==> config.mk <==
export PLATFORM = sky130hd
export DESIGN_NAME = cdb_arbiter
export DESIGN_NICKNAME = d
export VERILOG_FILES = /design/src/rtl/cdb_pkg.sv /design/src/rtl/rr_arbiter.sv /design/src/rtl/cdb_arbiter.sv
export SDC_FILE = /design/constraint.sdc
export NUM_CORES = 1
export LEC_CHECK = 0
export BUFFER_PORTS_ARGS = -buffer_cell sky130_fd_sc_hd__buf_4
export CAP_MARGIN = 20
export CORE_ASPECT_RATIO = 0.5
export CORE_MARGIN = 3
export CORE_UTILIZATION = 45
export DETAILED_ROUTE_END_ITERATION = 10
export GPL_TIMING_DRIVEN = 0
export PLACE_DENSITY = 0.7
export SYNTH_ARGS = -nofsm -noshare
export SYNTH_HDL_FRONTEND = slang
export SYNTH_SLANG_ARGS = --single-unit
==> constraint.sdc <==
create_clock -name clk -period 15.5 [get_ports clk]
set_input_delay 2.325 -clock clk [delete_from_list [all_inputs] [get_ports clk]]
set_output_delay 2.325 -clock clk [all_outputs]
set_load 0.02 [all_outputs]
==> src/rtl/cdb_pkg.sv <==
// Shared types and sizing for the CDB transmit side.
// Optional rotating-priority arbitration is enabled by defining CDB_ROUND_ROBIN_EN.
package cdb_pkg;

  localparam int unsigned XLEN          = 32;
  localparam int unsigned ROB_TAG_WIDTH = 4;
  localparam int unsigned ROB_BUF_SIZE  = 16;
  localparam int unsigned N_PORTS       = 4;
  localparam int unsigned PORT_IDX_W    = (N_PORTS > 1) ? $clog2(N_PORTS) : 1;

  localparam int unsigned CDB_PORT_ALU    = 0;
  localparam int unsigned CDB_PORT_BRANCH = 1;
  localparam int unsigned CDB_PORT_LOAD   = 2;

  typedef struct packed {
    logic [XLEN-1:0]          data;
    logic [ROB_TAG_WIDTH-1:0] rob_tag;
    logic                     exception;
    logic                     branch_mispredict;
  } cdb_packet_t;

endpackage

==> src/rtl/rr_arbiter.sv <==
// Combinational one-hot arbiter. With CDB_ROUND_ROBIN_EN defined the search starts at i_ptr
// and wraps; otherwise the lowest requesting index wins and there is no pointer input.
module rr_arbiter #(
  parameter int unsigned N = 4,
  localparam int unsigned IdxW = (N > 1) ? $clog2(N) : 1
) (
  input  logic [N-1:0]    i_req,
`ifdef CDB_ROUND_ROBIN_EN
  input  logic [IdxW-1:0] i_ptr,
`endif
  output logic [N-1:0]    o_grant
);

  logic w_found;

`ifdef CDB_ROUND_ROBIN_EN
  logic [IdxW-1:0] w_idx;

  always_comb begin
    o_grant = '0;
    w_found = 1'b0;
    w_idx   = '0;
    for (int unsigned k = 0; k < N; k++) begin
      w_idx = IdxW'((32'(i_ptr) + k) % N);
      if (!w_found && i_req[w_idx]) begin
        o_grant[w_idx] = 1'b1;
        w_found        = 1'b1;
      end
    end
  end
`else
  always_comb begin
    o_grant = '0;
    w_found = 1'b0;
    for (int unsigned k = 0; k < N; k++) begin
      if (!w_found && i_req[k]) begin
        o_grant[k] = 1'b1;
        w_found    = 1'b1;
      end
    end
  end
`endif

endmodule

==> src/rtl/cdb_arbiter.sv <==
// CDB transmit side: per-port one-entry holding buffers, flush filtering, one registered
// broadcast per cycle. Define CDB_ROUND_ROBIN_EN for rotating priority (else fixed priority).
module cdb_arbiter
  import cdb_pkg::*;
(
  input  logic                                   clk,
  input  logic                                   reset,
  input  logic [N_PORTS-1:0]                     req_valid,
  output logic [N_PORTS-1:0]                     req_ready,
  input  logic [N_PORTS-1:0][XLEN-1:0]           req_data,
  input  logic [N_PORTS-1:0][ROB_TAG_WIDTH-1:0]  req_rob_tag,
  input  logic [N_PORTS-1:0]                     req_exception,
  input  logic [N_PORTS-1:0]                     req_branch_mispredict,
  input  logic [ROB_BUF_SIZE-1:0]                flush,
  output logic                                   cdb_valid,
  output logic [XLEN-1:0]                        cdb_data,
  output logic [ROB_TAG_WIDTH-1:0]               cdb_rob_tag,
  output logic                                   cdb_exception,
  output logic                                   branch_mispredict,
  output logic [N_PORTS-1:0]                     held_valid
);

  cdb_packet_t [N_PORTS-1:0] r_held;
  logic [N_PORTS-1:0]        r_held_valid;
  cdb_packet_t               r_cdb;
  logic                      r_cdb_valid;

  logic [N_PORTS-1:0]    w_flush_held;
  logic [N_PORTS-1:0]    w_eligible;
  logic [N_PORTS-1:0]    w_grant;
  logic [N_PORTS-1:0]    w_store;
  logic [PORT_IDX_W-1:0] w_grant_idx;
  logic                  w_any_grant;

  always_comb begin
    w_flush_held = '0;
    w_eligible   = '0;
    for (int unsigned p = 0; p < N_PORTS; p++) begin
      w_flush_held[p] = flush[r_held[p].rob_tag];
      w_eligible[p]   = r_held_valid[p] & ~w_flush_held[p];
    end
  end

`ifdef CDB_ROUND_ROBIN_EN
  logic [PORT_IDX_W-1:0] r_rr_ptr;

  always_ff @(posedge clk) begin
    if (reset) begin
      r_rr_ptr <= '0;
    end else if (w_any_grant) begin
      r_rr_ptr <= (w_grant_idx == PORT_IDX_W'(N_PORTS - 1)) ? '0 : w_grant_idx + 1'b1;
    end
  end
`endif

  rr_arbiter #(
    .N (N_PORTS)
  ) u_arb (
    .i_req   (w_eligible),
`ifdef CDB_ROUND_ROBIN_EN
    .i_ptr   (r_rr_ptr),
`endif
    .o_grant (w_grant)
  );

  // A granted port may refill in the same cycle it drains; a flushed request is consumed.
  always_comb begin
    req_ready   = '0;
    w_store     = '0;
    w_grant_idx = '0;
    for (int unsigned p = 0; p < N_PORTS; p++) begin
      req_ready[p] = ~r_held_valid[p] | w_grant[p];
      w_store[p]   = req_valid[p] & req_ready[p] & ~flush[req_rob_tag[p]];
      if (w_grant[p]) w_grant_idx = PORT_IDX_W'(p);
    end
    w_any_grant = |w_grant;
  end

  always_ff @(posedge clk) begin
    if (reset) begin
      r_held_valid <= '0;
      r_cdb_valid  <= 1'b0;
      r_cdb        <= '0;
    end else begin
      r_cdb_valid <= w_any_grant;
      r_cdb       <= w_any_grant ? r_held[w_grant_idx] : '0;
      for (int unsigned p = 0; p < N_PORTS; p++) begin
        if (w_store[p]) begin
          r_held_valid[p] <= 1'b1;
        end else if (w_grant[p] || w_flush_held[p]) begin
          r_held_valid[p] <= 1'b0;
        end
      end
    end
  end

  always_ff @(posedge clk) begin
    for (int unsigned p = 0; p < N_PORTS; p++) begin
      if (w_store[p]) begin
        r_held[p] <= '{data:              req_data[p],
                       rob_tag:           req_rob_tag[p],
                       exception:         req_exception[p],
                       branch_mispredict: req_branch_mispredict[p]};
      end
    end
  end

  assign cdb_valid         = r_cdb_valid;
  assign cdb_data          = r_cdb.data;
  assign cdb_rob_tag       = r_cdb.rob_tag;
  assign cdb_exception     = r_cdb.exception;
  assign branch_mispredict = r_cdb.branch_mispredict;
  assign held_valid        = r_held_valid;

endmodule

==> results of run 1 <==
-- placed cells by master (no fill, tap or decap), drive strengths merged, types with 2 or more instances in the layout --
cell type	Yosys	final
buf	22	249
edfxtp	152	152
nor2	65	65
dfxtp	43	43
nand2	36	36
a21oi	36	36
mux4	34	34
clkbuf	15	34
o21ai	33	33
a31o	30	30
nor4	30	30
a211oi	15	15
mux2i	11	11
inv	4	10
and3	7	7
mux2	5	5
nand2b	4	4
nor2b	4	4
clkinv	0	4
o22ai	3	3
clkinvlp	0	3
nor3	3	3
or3	2	2
a2bb2oi	2	2
and3b	2	2
and2	2	2
nand3	2	2
-- path summary, 6_finish.rpt --
path	from	to	slack, ns	cells after the start
worst max-delay path	flush[11]	req_ready[3]	8.44	9
worst min-delay path	r_held[138]	cdb_data[18]	0.55	2
worst max register to register	r_held[116]	r_held[124]	11.82	9
worst min register to register	r_held[138]	cdb_data[18]	0.55	2
-- through the flow --
step / worst slack [ns] / util [%] / cell area, um2 / hold slack (ns) / power (mW)
after CTS: 8.426 / 61.88 / 10980 / 0.5551 / 1.261
after detailed placement: 8.428 / 58.71 / 10420 / 0.5400 / 0.8432
after global routing: 8.239 / 61.88 / 10980 / 0.5704 / 1.302
after floorplan: 8.954 / - / 8309 / 0.5202 / 0.7425
final: 8.438 / 61.88 / 10980 / 0.5493 / 1.254
after global placement: 6.552 / 57.76 / 10250 / 0.5322 / 0.8321
-- registers in the layout, indices dropped and copies added (netlist names) --
register,count
held_valid,4
cdb_exception,1
cdb_valid,1
cdb_data,32
r_held,152
branch_mispredict,1
cdb_rob_tag,4
-- cell families after synthesis --
| logic type | count (synthesis) | share of synthesized area, % |
|---|---|---|
| compound gates | 128 | 10.28 |
| buf+inv | 41 | 2.379 |
| flops | 195 | 65.29 |
| mux | 50 | 11.22 |
| simple gates | 157 | 10.83 |
-- area by class of cell --
class	count	area (um2)
tap	234	292.8
sequential	195	5425
buffer	37	182.7
multi-input combinational	335	2711
clock inverter	13	118.9
fill	1381	6763
timing repair buffer	227	1788
clock buffer	19	442.9
inverter	4	15.01
-- metal layers --
| layer | share of wire, % | routed length [um] |
|---|---|---|
| met5 | 0 | 0 |
| met4 | 2.2 | 517 |
| met3 | 6.2 | 1456 |
| met2 | 51 | 11870 |
| met1 | 41 | 9570 |
-- power breakdown --
group,total (mW),switching (mW),internal [mW]
Sequential,0.623,0.0146,0.609
Combinational,0.209,0.113,0.0954
Clock,0.422,0.206,0.216
-- worst min-delay path: cells and delay by family (launching register included) --
| family | cells | cell delay, ns |
|---|---|---|
| compound gates | 1 | 0.06 |
| simple gates | 1 | 0.11 |
| flops | 1 | 0.32 |
==> impl_results.md, run 1 <==
- GRT met3 Usage: 4.348%
- Die Span Y: 102.1 um
- Arrival @ worst endpoint: 4.74 ns
- Area share of the leading cell type in the synthesized netlist: 54.93%
- CTS tree: built
- Yosys cell types: 44
- Ports: 221
- Grt ovf: 0
- H-tree levels: 4
- Post-route DRC violation count: 0
- Outcome: completed
- Die width: 198.2 um
- Period utilization: 45.56%
- Cts bufs inserted: 17
- TNS Setup: 0 ns
- First-pass GRT wire length: 34.71 mm
- Pin count of the biggest net entering global routing: 34
- Post-Synthesis Cells: 571
- Non-Filler Instances: 1,064
- Placed Cells: 1,032
- Mapped cell area: 0.008309 mm2
- Seq cells post-synth: 195
- ANT cells: 0
- Via count: 5,938
- Power per Cell Area: 114.2 mW/mm2
- Met1 GRT Util: 30.06%
- Area delta synth->final: 32.10%
- P_leak: 4.166 nW
- Die ar.: 0.02023 mm2
- Max_cap viols: 0
- Async SR Flop Fraction: 0%
- Slowest stage cell on the critical path: mux4_2
- Antenna violations before repair: 0
- Top FF cell, synth: edfxtp_1
- Slew margin rel.: 47.03%
- Cts repair resizes: 0
- Minimum clock period: 7.062 ns
- Most common cell in the synthesized netlist: edfxtp_1
- Reg clk slew, reported paths: 0.07 ns
- CP Max Fanout: 10
- DR iter-0 viols: 412
- Worst-margin pin slew: 0.7946 ns
- CP dominant cell by count: buf_4
- Max Freq: 141.6 MHz
- Wire per inst: 22.01 um
- Grt peak-use layer: met2
- IO buf count: 219
- Synth top cells by count: edfxtp_1, nor2_1, dfxtp_1
- Top post-synthesis cells by area: edfxtp_1, dfxtp_1, mux4_2
- Vias in the first global route: 6,048
- Clock sinks: 195
- Setup CP Type: primary input to output port
- Via density per instance: 5.581
- Slew Viols, Final: 0
- Grt met2 use: 40.14%
- Clock root buffer: clkbuf_16
- Fin nets: 991
- CP top delay family: buffers and inverters
- CTS max path bufs: 2
- RSZ-0062 raised after global routing: no
- Layout cells sized above 1: 42.41%
- CTS Hold Buffers Added: 0
- EDFF count, synth: 152
- Drt pass-1 iters: 6
- Fin. Hold Viols: 0
- Site row count: 34
- Critical path data required time: 13.18 ns
- Setup Buffers After CTS: 0
- Starting Density: 46.84%
- Skew final: 0.01244 ns
- Area leader, netlist: edfxtp_1
- Placer Congestion: 0.8427
- Post-detail-place hpwl: 16.88 mm
- Core Region: 0.01774 mm2
- Mean Syn Cell Area: 14.55 um2
- Final setup vio count: 0
- CP cell instances: buf_4 > mux4_2 > mux2_2 > a221oi_2 > buf_2 > buf_4 > nand3_1 > nand2_1 > buf_4
- Seq/Total Area, Yosys: 65.29%
- Worst setup EP type: output port
- Final WL: 23.42 mm
- Worst path bufs/invs: 4
- Syn nets: 745
- Antenna-violating nets left: 0
- GR Util All Layers: 23.17%
- Max incr delay on CP: 0.46 ns
- IR drop worst, VDD: 0.06738 mV
- HP Class: register to register
- Crit start category: primary input
- Later-pin clock latency in the skew report: 0.43 ns
- Synth warn: 0
(Power assumes the default switching activity.)
==> run 2: changes to the inputs <==
--- a/config.mk
+++ b/config.mk
@@ -5,6 +5,7 @@
 export SDC_FILE = /design/constraint.sdc
 export NUM_CORES = 1
 export LEC_CHECK = 0
+export ABC_AREA = 1
 export BUFFER_PORTS_ARGS = -buffer_cell sky130_fd_sc_hd__buf_4
 export CAP_MARGIN = 20
 export CORE_ASPECT_RATIO = 0.5
@@ -12,7 +13,7 @@
 export CORE_UTILIZATION = 45
 export DETAILED_ROUTE_END_ITERATION = 10
 export GPL_TIMING_DRIVEN = 0
-export PLACE_DENSITY = 0.7
+export PLACE_DENSITY = 0.69
 export SYNTH_ARGS = -nofsm -noshare
 export SYNTH_HDL_FRONTEND = slang
 export SYNTH_SLANG_ARGS = --single-unit
==> constraint.sdc (replaced) <==
create_clock -name clk -period 6.7 [get_ports clk]
set_input_delay 1.005 -clock clk [delete_from_list [all_inputs] [get_ports clk]]
set_output_delay 1.005 -clock clk [all_outputs]
set_load 0.02 [all_outputs]
==> impl_results.md, run 2 <==
- Outcome: completed
- Antenna violations before repair: 0 (unchanged)
- Critical path data required time: 5.69 ns (-7.49 ns)
- CTS Hold Buffers Added: 0 (unchanged)
- Worst setup EP type: output port
- Period utilization: 58.15%
- Internal Power: 2.140 mW (+130%)
- Area delta synth->final: 30.62%
- Post-route DRC violation count: 0 (unchanged)
- Placer Congestion: 0.8638 (+2.5%)
- Wire per inst: 17.81 um (-19%)
- Worst-margin pin slew: 0.8977 ns (+0.1031 ns)
- Async SR Flop Fraction: 0% (unchanged)
- Yosys cell types: 28 (-36%)
- GR Util All Layers: 23.60% (+0.43 points)
- Final setup vio count: 0 (unchanged)
- Cts bufs inserted: 17 (unchanged)
- Post-Route Utilization: 60.88% (-1.0 points)
- IO buf count: 220 (+0.46%)
- Layout filler cell count: 1,588 (+15%)
- Worst reg-to-reg path cell count: 14 (+5)
- Max FFs per register: 152 (unchanged)
- Net Sw Power: 813.3 uW (+140%)
- IR drop worst, VDD: 0.1876 mV (+180%)
- Logic gate share of total power: 16.0% (-0.6 points)
- Grt ovf: 0 (unchanged)
- Post-detail-place hpwl: 17.96 mm (+6.4%)
- Minimum clock period: 3.896 ns
- Die ar.: 0.02117 mm2 (+4.7%)
- EDFF count, synth: 152 (unchanged)
- CTS max path bufs: 2 (unchanged)
- Synth warn: 0 (unchanged)
- PnR Total Power: 2.953 mW (+140%)
- CP cell instances: buf_4 > inv_1 > nand2_1 > nand3_1 > nand3_1 > nand3_1 > nand3_2 > nand2_2 > inv_2 > nand2_4 > buf_2 > nand2_1 > buf_4
- P_leak: 5.083 nW (+22%)
- Synth top cells by count: nand2_1, nand3_1, edfxtp_1
- Clock power share: 35.8% (+2.1 points)
- Antenna-violating nets left: 0 (unchanged)
- Flop pwr share: 48.2% (-1.5 points)
- Fin nets: 1,310 (+32%)
- Top post-synthesis cells by area: edfxtp_1, dfxtp_1, nand3_1
- Final WL: 25.07 mm (+7.1%)
- Clock root buffer: clkbuf_16
- Slowest stage cell on the critical path: buf_2
- Die Span Y: 104.4 um (+2.3%)
- Power per Cell Area: 259.4 mW/mm2 (+130%)
- Via count: 7,180 (+21%)
- Most common cell after layout, fill and taps aside: buf_4
- Cts repair resizes: 0 (unchanged)
- Hold depth: 2 (unchanged)
- Top FF cell, synth: edfxtp_1
- Area leader, netlist: edfxtp_1
- Most common cell in the synthesized netlist: nand2_1
- Starting Density: 46.60% (-0.24 points)
- Max_cap viols: 0 (unchanged)
- Site row count: 35 (+2.9%)
- Layout cells sized above 1: 27.07% (-15 points)
- Slew margin rel.: 40.06% (-7.0 points)
- Most frequent cells in the layout: buf_4, nand2_1, nand3_1
- Drt pass-1 iters: 7 (+1)
- Worst path depth: 13 (+4)
- Placed Area: 0.01076 mm2 (+3.3%)
- Max incr delay on CP: 0.29 ns (-0.17 ns)
- Clock sinks: 195 (unchanged)
- HP Class: register to register
- Pin count of the biggest net entering global routing: 39 (+15%)
- Worst path bufs/invs: 5 (+1)
- Setup CP Type: primary input to output port
- H-tree levels: 4 (unchanged)
- Setup Buffers After CTS: 0 (unchanged)
- Skew final: 0.01168 ns (-0.0007619 ns)
- Fin. Hold Viols: 0 (unchanged)
- Fin area: 0.01138 mm2 (+3.7%)
- CP dominant cell by count: nand3_1
- Post-Synthesis Cells: 894 (+57%)
- RSZ-0062 raised after global routing: no
- Later-pin clock latency in the skew report: 0.43 ns (about the same)
- Die width: 202.8 um (+2.3%)
- Ports: 221 (unchanged)
- CTS tree: built
- Via density per instance: 5.099 (-8.6%)
- Reg clk slew, reported paths: 0.07 ns (about the same)
- Top reg by flops: r_held
- Mean Syn Cell Area: 9.748 um2 (-33%)
- Arrival @ worst endpoint: 2.89 ns (-1.85 ns)
- Sw frac: 27.54% (+0.90 points)
- Max Freq: 256.7 MHz
- CP Max Fanout: 10 (unchanged)
- TNS Setup: 0 ns (unchanged)
- Core Region: 0.01870 mm2 (+5.4%)
- First-pass GRT wire length: 38.59 mm (+11%)
- Mapped cell area: 0.008715 mm2 (+4.9%)
- CP top delay family: simple AND/OR/NAND/NOR gates
- Slew Viols, Final: 0 (unchanged)
- ANT cells: 0 (unchanged)
- DR iter-0 viols: 651 (+58%)
- Area share of the leading cell type in the synthesized netlist: 52.38% (-2.6 points)
- Seq cells post-synth: 195 (unchanged)
- Crit start category: primary input
- Seq/Total Area, Yosys: 62.25% (-3.0 points)
- Vias in the first global route: 7,107 (+18%)
- Syn nets: 1,068 (+43%)
-- run 2: changes by cell type after synthesis, sizes merged, moves of 30 or more --
cell,previous run,this run
nand3,2,161
inv,4,149
nand2,36,165
nor2,65,21
a21oi,36,74
mux4,34,0
nand3b,0,34
nor4,30,0
-- run 2: path summary, 6_finish.rpt --
check / startpoint / end / slack (ns)
worst max-delay path: flush[13] / req_ready[3] / 2.80
worst min-delay path: held_valid[3] / held_valid[3] / 0.54
worst max register to register: r_held[116] / r_held[132] / 3.77
worst min register to register: held_valid[3] / held_valid[3] / 0.54
-- run 2: cell type report --
| type | instances | area, um2 | share of cell area, % |
|---|---|---|---|
| flip-flops and latches | 195 | 5425 | 47.66 |
| multi-input cells | 507 | 2471 | 21.71 |
| repair buffers | 223 | 1719 | 15.10 |
| inverters | 149 | 566.8 | 4.979 |
| clock buffers | 18 | 439.2 | 3.858 |
| well taps | 259 | 324.1 | 2.847 |
| plain buffers | 43 | 251.5 | 2.209 |
| clock inverters | 14 | 186.4 | 1.638 |
-- run 2: logic make-up after synthesis --
family / share of synthesized area (%)
flip-flops: 62.25
AND/OR/NAND/NOR: 20.93
AO/OA/AOI/OAI: 7.423
buffers and inverters: 9.390
-- run 2: power groups by stage --
| stage | Clock [mW] | Sequential, mW | Combinational, mW |
|---|---|---|---|
| 2_1_floorplan | 0 | 1.47 | 0.230 |
| 3_3_place_gp | 0 | 1.45 | 0.451 |
| 3_5_place_dp | 0 | 1.45 | 0.471 |
| 4_1_cts | 1.08 | 1.42 | 0.473 |
| 5_1_grt | 1.13 | 1.43 | 0.518 |
| 6_report | 1.06 | 1.42 | 0.472 |
-- run 2: per-layer routing --
layer	part of all wire (%)	wire length, um	GRT usage [%]
met1	42	10560	31.29
met2	48	12150	39.36
met3	7.6	1893	5.002
met4	1.9	467	6.765
met5	0	0	0
-- run 2: per-stage QoR --
stage	hold WS, ns	std cells	setup WS [ns]
finish	0.5404	1408	2.804
floorplan	0.5685	894	3.280
detailed placement	0.5205	1376	2.822
global route	0.5812	1408	2.627
CTS	0.5343	1408	2.805
global placement	0.5188	1373	2.183
-- run 2: worst register-to-register path: stages (launching register included) --
cell	delay, ns
edfxtp_1	0.38
buf_2	0.20
inv_4	0.11
nand2_1	0.06
nand3_1	0.07
nand3_1	0.09
nand3_1	0.13
nand3_1	0.10
nor2_2	0.16
nand2_4	0.13
buf_2	0.23
nand2_1	0.19
nand4_1	0.26
inv_2	0.23
buf_12	0.27
